<file path="config.mk">
export PLATFORM = sky130hd
export DESIGN_NAME = id_ex_reg
export DESIGN_NICKNAME = d
export VERILOG_FILES = /design/src/rtl/pipe_pkg.sv /design/src/rtl/load_use_detect.sv /design/src/rtl/id_ex_reg.sv
export SDC_FILE = /design/constraint.sdc
export NUM_CORES = 1
export LEC_CHECK = 0
export CORE_AREA = 2 2 174 176
export CTS_CLUSTER_DIAMETER = 100
export CTS_CLUSTER_SIZE = 40
export DETAILED_ROUTE_END_ITERATION = 10
export DIE_AREA = 0 0 176 178
export GPL_ROUTABILITY_DRIVEN = 1
export HOLD_SLACK_MARGIN = 0.03
export PLACE_DENSITY_LB_ADDON = 0.25
export SYNTH_ARGS = -nofsm -noshare
export SYNTH_HDL_FRONTEND = slang
export SYNTH_SLANG_ARGS = --single-unit
</file>
<file path="constraint.sdc">
create_clock -name clk -period 4.1 [get_ports clk]
set_input_delay 0.82 -clock clk [delete_from_list [all_inputs] [get_ports clk]]
set_output_delay 0.82 -clock clk [all_outputs]
set_load 0.01 [all_outputs]
</file>
<file path="src/rtl/pipe_pkg.sv">
// Shared ID/EX pipeline definitions: bit positions inside the packed ID_EX bus,
// RegDst encodings, fixed destination register indices and the destination
// decode used by both the ID/EX register and the EX stage.
package pipe_pkg;

    localparam int ID_EX_W     = 185;

    localparam int ALUFUN_HI   = 184;
    localparam int ALUFUN_LO   = 179;
    localparam int ALUSRC1_BIT = 178;
    localparam int ALUSRC2_BIT = 177;
    localparam int REGDST_HI   = 176;
    localparam int REGDST_LO   = 175;
    localparam int LUOUT_HI    = 174;
    localparam int LUOUT_LO    = 143;
    localparam int SHAMT_HI    = 142;
    localparam int SHAMT_LO    = 111;
    localparam int IMM_HI      = 110;
    localparam int IMM_LO      = 79;
    localparam int RD_HI       = 78;
    localparam int RD_LO       = 74;
    localparam int RS_HI       = 73;
    localparam int RS_LO       = 69;
    localparam int RT_HI       = 68;
    localparam int RT_LO       = 64;
    localparam int RSDATA_HI   = 63;
    localparam int RSDATA_LO   = 32;
    localparam int RTDATA_HI   = 31;
    localparam int RTDATA_LO   = 0;

    typedef enum logic [1:0] {
        REGDST_RT = 2'b00,
        REGDST_RD = 2'b01,
        REGDST_RA = 2'b10,
        REGDST_XP = 2'b11
    } regdst_e;

    // Link register for jal-style writes, exception-PC register for the 11 case
    localparam logic [4:0] REG_RA = 5'd31;
    localparam logic [4:0] REG_XP = 5'd26;

    function automatic logic [4:0] dest_reg(input logic [1:0] regdst,
                                            input logic [4:0] rd,
                                            input logic [4:0] rt);
        logic [4:0] d;
        case (regdst_e'(regdst))
            REGDST_RT: d = rt;
            REGDST_RD: d = rd;
            REGDST_RA: d = REG_RA;
            default:   d = REG_XP;
        endcase
        return d;
    endfunction

endpackage

</file>
<file path="src/rtl/load_use_detect.sv">
// Load-use hazard detect: EX holds a valid load whose destination is a
// non-zero register read by the valid instruction sitting in ID.
module load_use_detect (
    input  logic       i_ex_valid,
    input  logic       i_ex_memread,
    input  logic [4:0] i_ex_dest,
    input  logic       i_id_valid,
    input  logic [4:0] i_id_rs,
    input  logic [4:0] i_id_rt,
    input  logic       i_id_uses_rt,
    output logic       o_hazard
);

    logic w_rs_hit;
    logic w_rt_hit;

    // Source match against the pending load destination
    always_comb begin
        w_rs_hit = (i_ex_dest == i_id_rs);
        w_rt_hit = i_id_uses_rt && (i_ex_dest == i_id_rt);
        o_hazard = i_ex_valid && i_ex_memread && (i_ex_dest != 5'd0) &&
                   i_id_valid && (w_rs_hit || w_rt_hit);
    end

endmodule

</file>
<file path="src/rtl/id_ex_reg.sv">
// ID/EX pipeline register with load-use bubble insertion, flush and
// downstream stall hold. Optional performance counters are built when
// ID_EX_PERF_EN is defined (StallCnt/BubbleCnt ports appear only then).
module id_ex_reg
    import pipe_pkg::*;
#(
    parameter int CNT_W = 16
) (
    input  logic                clk,
    input  logic                rst_n,
    input  logic [5:0]          ID_ALUFun,
    input  logic                ID_ALUSrc1,
    input  logic                ID_ALUSrc2,
    input  logic [1:0]          ID_RegDst,
    input  logic [31:0]         ID_Imm32,
    input  logic [31:0]         ID_Shamt32,
    input  logic [31:0]         ID_LuOut,
    input  logic [4:0]          ID_Rd,
    input  logic [4:0]          ID_Rs,
    input  logic [4:0]          ID_Rt,
    input  logic [31:0]         ID_RsData,
    input  logic [31:0]         ID_RtData,
    input  logic [31:0]         ID_PC4,
    input  logic                ID_MemRead,
    input  logic                ID_MemWrite,
    input  logic                ID_RegWrite,
    input  logic                ID_UsesRt,
    input  logic [1:0]          ID_MemToReg,
    input  logic                ID_Valid,
    input  logic                Flush,
    input  logic                StallIn,
    output logic [ID_EX_W-1:0]  ID_EX,
    output logic [31:0]         EX_PC4,
    output logic [1:0]          EX_MemToReg,
    output logic                EX_MemRead,
    output logic                EX_MemWrite,
    output logic                EX_RegWrite,
    output logic                EX_Valid,
    output logic                HazardStall
`ifdef ID_EX_PERF_EN
    ,
    output logic [CNT_W-1:0]    StallCnt,
    output logic [CNT_W-1:0]    BubbleCnt
`endif
);

    logic [ID_EX_W-1:0] r_id_ex;
    logic [31:0]        r_pc4;
    logic [1:0]         r_memtoreg;
    logic               r_memread;
    logic               r_memwrite;
    logic               r_regwrite;
    logic               r_valid;

    logic [ID_EX_W-1:0] w_load_bus;
    logic [4:0]         w_ex_dest;
    logic               w_hazard;
    logic               w_bubble;

    // Pack the decoded ID fields into the EX bus layout
    always_comb begin
        w_load_bus = '0;
        w_load_bus[ALUFUN_HI:ALUFUN_LO] = ID_ALUFun;
        w_load_bus[ALUSRC1_BIT]         = ID_ALUSrc1;
        w_load_bus[ALUSRC2_BIT]         = ID_ALUSrc2;
        w_load_bus[REGDST_HI:REGDST_LO] = ID_RegDst;
        w_load_bus[LUOUT_HI:LUOUT_LO]   = ID_LuOut;
        w_load_bus[SHAMT_HI:SHAMT_LO]   = ID_Shamt32;
        w_load_bus[IMM_HI:IMM_LO]       = ID_Imm32;
        w_load_bus[RD_HI:RD_LO]         = ID_Rd;
        w_load_bus[RS_HI:RS_LO]         = ID_Rs;
        w_load_bus[RT_HI:RT_LO]         = ID_Rt;
        w_load_bus[RSDATA_HI:RSDATA_LO] = ID_RsData;
        w_load_bus[RTDATA_HI:RTDATA_LO] = ID_RtData;
    end

    assign w_ex_dest = dest_reg(r_id_ex[REGDST_HI:REGDST_LO],
                                r_id_ex[RD_HI:RD_LO],
                                r_id_ex[RT_HI:RT_LO]);

    load_use_detect u_load_use_detect (
        .i_ex_valid   (r_valid),
        .i_ex_memread (r_memread),
        .i_ex_dest    (w_ex_dest),
        .i_id_valid   (ID_Valid),
        .i_id_rs      (ID_Rs),
        .i_id_rt      (ID_Rt),
        .i_id_uses_rt (ID_UsesRt),
        .o_hazard     (w_hazard)
    );

    // A flush always bubbles; a load-use bubble is suppressed while held
    assign w_bubble = Flush || (!StallIn && w_hazard);

    // Pipeline register: reset > flush > hold > load-use bubble > load
    always_ff @(posedge clk) begin
        if (!rst_n || w_bubble) begin
            r_id_ex    <= '0;
            r_pc4      <= '0;
            r_memtoreg <= '0;
            r_memread  <= 1'b0;
            r_memwrite <= 1'b0;
            r_regwrite <= 1'b0;
            r_valid    <= 1'b0;
        end else if (!StallIn) begin
            r_id_ex    <= w_load_bus;
            r_pc4      <= ID_PC4;
            r_memtoreg <= ID_MemToReg;
            r_memread  <= ID_MemRead  && ID_Valid;
            r_memwrite <= ID_MemWrite && ID_Valid;
            r_regwrite <= ID_RegWrite && ID_Valid;
            r_valid    <= ID_Valid;
        end
    end

    assign ID_EX       = r_id_ex;
    assign EX_PC4      = r_pc4;
    assign EX_MemToReg = r_memtoreg;
    assign EX_MemRead  = r_memread;
    assign EX_MemWrite = r_memwrite;
    assign EX_RegWrite = r_regwrite;
    assign EX_Valid    = r_valid;
    assign HazardStall = w_hazard;

`ifdef ID_EX_PERF_EN
    localparam logic [CNT_W-1:0] CNT_ONE = {{(CNT_W-1){1'b0}}, 1'b1};

    logic [CNT_W-1:0] r_stall_cnt;
    logic [CNT_W-1:0] r_bubble_cnt;
    logic             w_stall_evt;

    // A hazard coinciding with a flush is accounted as a flush only
    assign w_stall_evt = w_hazard && !StallIn && !Flush;

    // Saturating event counters
    always_ff @(posedge clk) begin
        if (!rst_n) begin
            r_stall_cnt  <= '0;
            r_bubble_cnt <= '0;
        end else begin
            if (w_stall_evt && (r_stall_cnt != '1))
                r_stall_cnt <= r_stall_cnt + CNT_ONE;
            if (w_bubble && (r_bubble_cnt != '1))
                r_bubble_cnt <= r_bubble_cnt + CNT_ONE;
        end
    end

    assign StallCnt  = r_stall_cnt;
    assign BubbleCnt = r_bubble_cnt;
`else
    logic [CNT_W-1:0] w_unused_cnt;
    assign w_unused_cnt = '0;
`endif

endmodule

</file>
==> summary.md <==
| Metric | Value |
|---|---|
| CP startpoint kind | `flop` |
| Critical Path RT | `3280 ps` |
| Critical Path Sink | `HazardStall` |
| Crit Path Max Fanout | `12` |
| Routed len/inst | `15.2 um` |
| Placed wire-length estimate | `19.2 mm` |
| Sink Count | `223` |
| Worst-path clk slew | `130 ps` |
| Reg2Reg Depth | `9` |
| Worst Path Class, Setup | `reg2out` |
| Met3 global-route usage | `0.0637` |
| Synth unique cells | `27` |
| Max-Cap Viols | `0` |
| IR drop worst, VDD | `0.294 mV` |
| Final hold violations | `0` |
| All-layer global routing usage | `0.165` |
| Die area | `31,300 um2` |
| Root Driver | `clkbuf_16` |
| Outcome | `finished clean` |
| Adder-cell share of the synthesized area | `0` |
| CP Launch Point | `ID_EX[175]$_SDFFE_PP0N_` |
| Grt met1 use | `0.203` |
| Final worst path period need | `3610 ps` |
| Xor/xnor share of the synthesized area | `0.00664` |
| IO Count | `452` |
| Final Net Count | `1,636` |
| Vias post-DR | `7,924` |
| Gpl congestion | `0.781` |
| Initial core utilization | `0.269` |
| Fmax | `0.277 GHz` |
| R2R Path Start | `ID_EX[175]$_SDFFE_PP0N_` |
| Hold_ws | `450 ps` |
| Syn_nets | `1,237` |
| Vias in the first global route | `7,591` |
| Antenna-violating nets left | `0` |
| R2R Path End | `ID_EX[139]$_SDFFE_PP0N_` |
| HP Class | `reg2reg` |
| WP data arrival | `2790 ps` |
| CTS buffer count | `10` |
| Register area share after synthesis | `0.564` |
| Critical path capture point type | `primary output` |
| Cell Pwr Density | `317 nW/um2` |
| Met2 usage | `0.275` |
| Drt initial violations | `518` |
| Drt pass-1 iters | `6` |
| Leakage power | `0.00452 uW` |
| Post-CTS setup buffers | `0` |
| Htree depth | `1` |
| Largest net degree at the start of global routing | `161` |
| GR peak layer | `met2` |
| Core Util, Final | `0.444` |
| IO buf count | `451` |
| Row count | `63` |
| RSZ-0062 raised after global routing | `false` |
| Worst-Skew Late Latency | `500 ps` |
| Hold Path Cell Cnt | `2` |
| Synthesis Warnings | `0` |
| Initial antenna violation count | `1` |
| Hold Crit Start | `ID_EX[9]$_SDFFE_PP0N_` |
| CTS tree | `done` |
| First-pass GRT wire length | `41.9 mm` |
| Largest family of logic cells by synthesized area | `simple AND/OR/NAND/NOR gates` |
| Slew HR | `0.504` |
| R2R Setup Slk | `640 ps` |
| Setup TNS | `0 ps` |
| Core area | `29,400 um2` |
| Fin crit share | `0.881` |
| Simple-gate portion of the synthesized area | `0.229` |
| DR vias/cell | `4.39` |
| Die Span Y | `178 um` |
| Grt total ovfl | `0` |
| Final Max Slew Viols | `0` |
| CTS max path bufs | `3` |
| Post-synthesis average cell area | `7.85 um2` |
| DRC | `0` |
| Total wire length | `27.4 mm` |
| Gate Count Post-Synth | `1,009` |
| Netlist area before placement | `7920 um2` |
| FILL cells | `2,924` |
| Synth-to-Final Area Change | `65.0%` |
| Fraction of layout cells with a size suffix above 1 | `0.0234` |
| Compound-Gate Fraction of Synth Area | `0.153` |
| Setup violators final | `0` |
| Chip Width | `176 um` |
| Least-Margin Pin Slew | `745 ps` |
| Seq cells post-synth | `223` |
| Clock Skew | `45.0 ps` |
| Multiplexer share of the synthesized area | `0.00253` |
state kept, by name, indices dropped and copies added, names as in the netlist:
register     cells
EX_RegWrite      1
EX_MemRead       1
EX_Valid         1
EX_PC4          32
ID_EX          185
EX_MemWrite      1
EX_MemToReg      2
synth_stat cells, drive strengths merged:
| cell | number | area [um2] |
|---|---|---|
| nor2 | 1 | 3.75 |
| o211ai | 1 | 7.51 |
| nor3b | 3 | 22.5 |
| mux2i | 2 | 20.0 |
| or4 | 1 | 11.3 |
| a21oi | 5 | 25.0 |
| and3 | 1 | 6.26 |
| nor4b | 1 | 8.76 |
| buf | 20 | 145 |
| and2 | 1 | 6.26 |
| nand4 | 1 | 6.26 |
| nor2b | 3 | 18.8 |
| o21ai | 223 | 1120 |
| clkbuf | 56 | 210 |
| a211oi | 2 | 40.0 |
| dfxtp | 223 | 4460 |
| nand2 | 443 | 1660 |
| o221ai | 1 | 8.76 |
| nor3 | 5 | 25.0 |
| inv | 1 | 3.75 |
| nand3 | 5 | 25.0 |
| a21boi | 2 | 15.0 |
| xnor2 | 3 | 26.3 |
| nand2b | 2 | 12.5 |
| xor2 | 3 | 26.3 |
logic make-up (layout without fill, tap and decap cells):
logic type	after synthesis	after routing
simple gates	467	467
compound gates	234	234
flops	223	223
buf+inv	77	480
xor+xnor	6	6
mux	2	2
other cells	0	1
routing by layer:
metal  part of all wire  routed length [um]
met1               0.42               11400
met4              0.018                 488
met5                  0                   0
met3               0.10                2730
met2               0.47               12800
placed cells by master, fill, tap and decap left out, types with 2 or more instances in the layout:
| cell | count |
|---|---|
| clkdlybuf4s50_1 | 450 |
| nand2_1 | 443 |
| dfxtp_1 | 223 |
| o21ai_0 | 173 |
| o21ai_1 | 50 |
| clkbuf_16 | 11 |
| buf_4 | 8 |
| nor3_1 | 5 |
| a21oi_1 | 5 |
| nand3_1 | 5 |
| buf_12 | 4 |
| xnor2_1 | 3 |
| xor2_1 | 3 |
| nor3b_1 | 3 |
| nand2b_1 | 2 |
| nor2b_1 | 2 |
| a211oi_4 | 2 |
| a21boi_0 | 2 |
power breakdown:
group | switching, uW | internal (uW)
sequential | 38.1 | 2240
combinational | 203 | 352
clock | 718 | 587
total | 959 | 3180
critical path, cell delays in order, from the launching register on:
cell,delay [ps]
dfxtp_1,470
buf_4,240
nor2b_1,90
a211oi_4,260
xnor2_1,130
or4_4,560
a211oi_4,250
dlymetal6s2s_1,300
worst min-delay path by stage:
stage and to:
4_1_cts ID_EX[9]$_SDFFE_PP0N_, 5_1_grt ID_EX[16]$_SDFFE_PP0N_, 2_1_floorplan ID_EX[100]$_SDFFE_PP0N_, 3_3_place_gp ID_EX[23]$_SDFFE_PP0N_
3_5_place_dp ID_EX[9]$_SDFFE_PP0N_, 6_report ID_EX[9]$_SDFFE_PP0N_
layout make-up:
| class | count | area (um2) | area share |
|---|---|---|---|
| multi-input cells | 709 | 3110 | 0.238 |
| repair buffers | 463 | 4660 | 0.356 |
| clock inverters | 3 | 51.3 | 0.00393 |
| inverters | 1 | 3.75 | 0.000287 |
| flip-flops and latches | 223 | 4460 | 0.342 |
| diodes | 1 | 2.50 | 0.000191 |
| well taps | 390 | 488 | 0.0373 |
| clock buffers | 13 | 293 | 0.0224 |
repair_timing:
action | in CTS | in global routing
endpoints found under the setup margin | 0 | 1
hold buffers | 0 | 0
gates resized for setup | 0 | 2
through the flow:
step | cells | power, uW | setup WS [ps] | cell area (um2)
after floorplan | 1009 | 2470 | 1020 | 7920
after global placement | 1786 | 2880 | 174 | 12700
after detailed placement | 1786 | 2880 | 159 | 12700
after CTS | 1802 | 4200 | 24.7 | 13100
after global routing | 1803 | 4310 | 300 | 13100
final | 1803 | 4140 | 487 | 13100
Note: power is estimated with default switching activity, not from simulation.
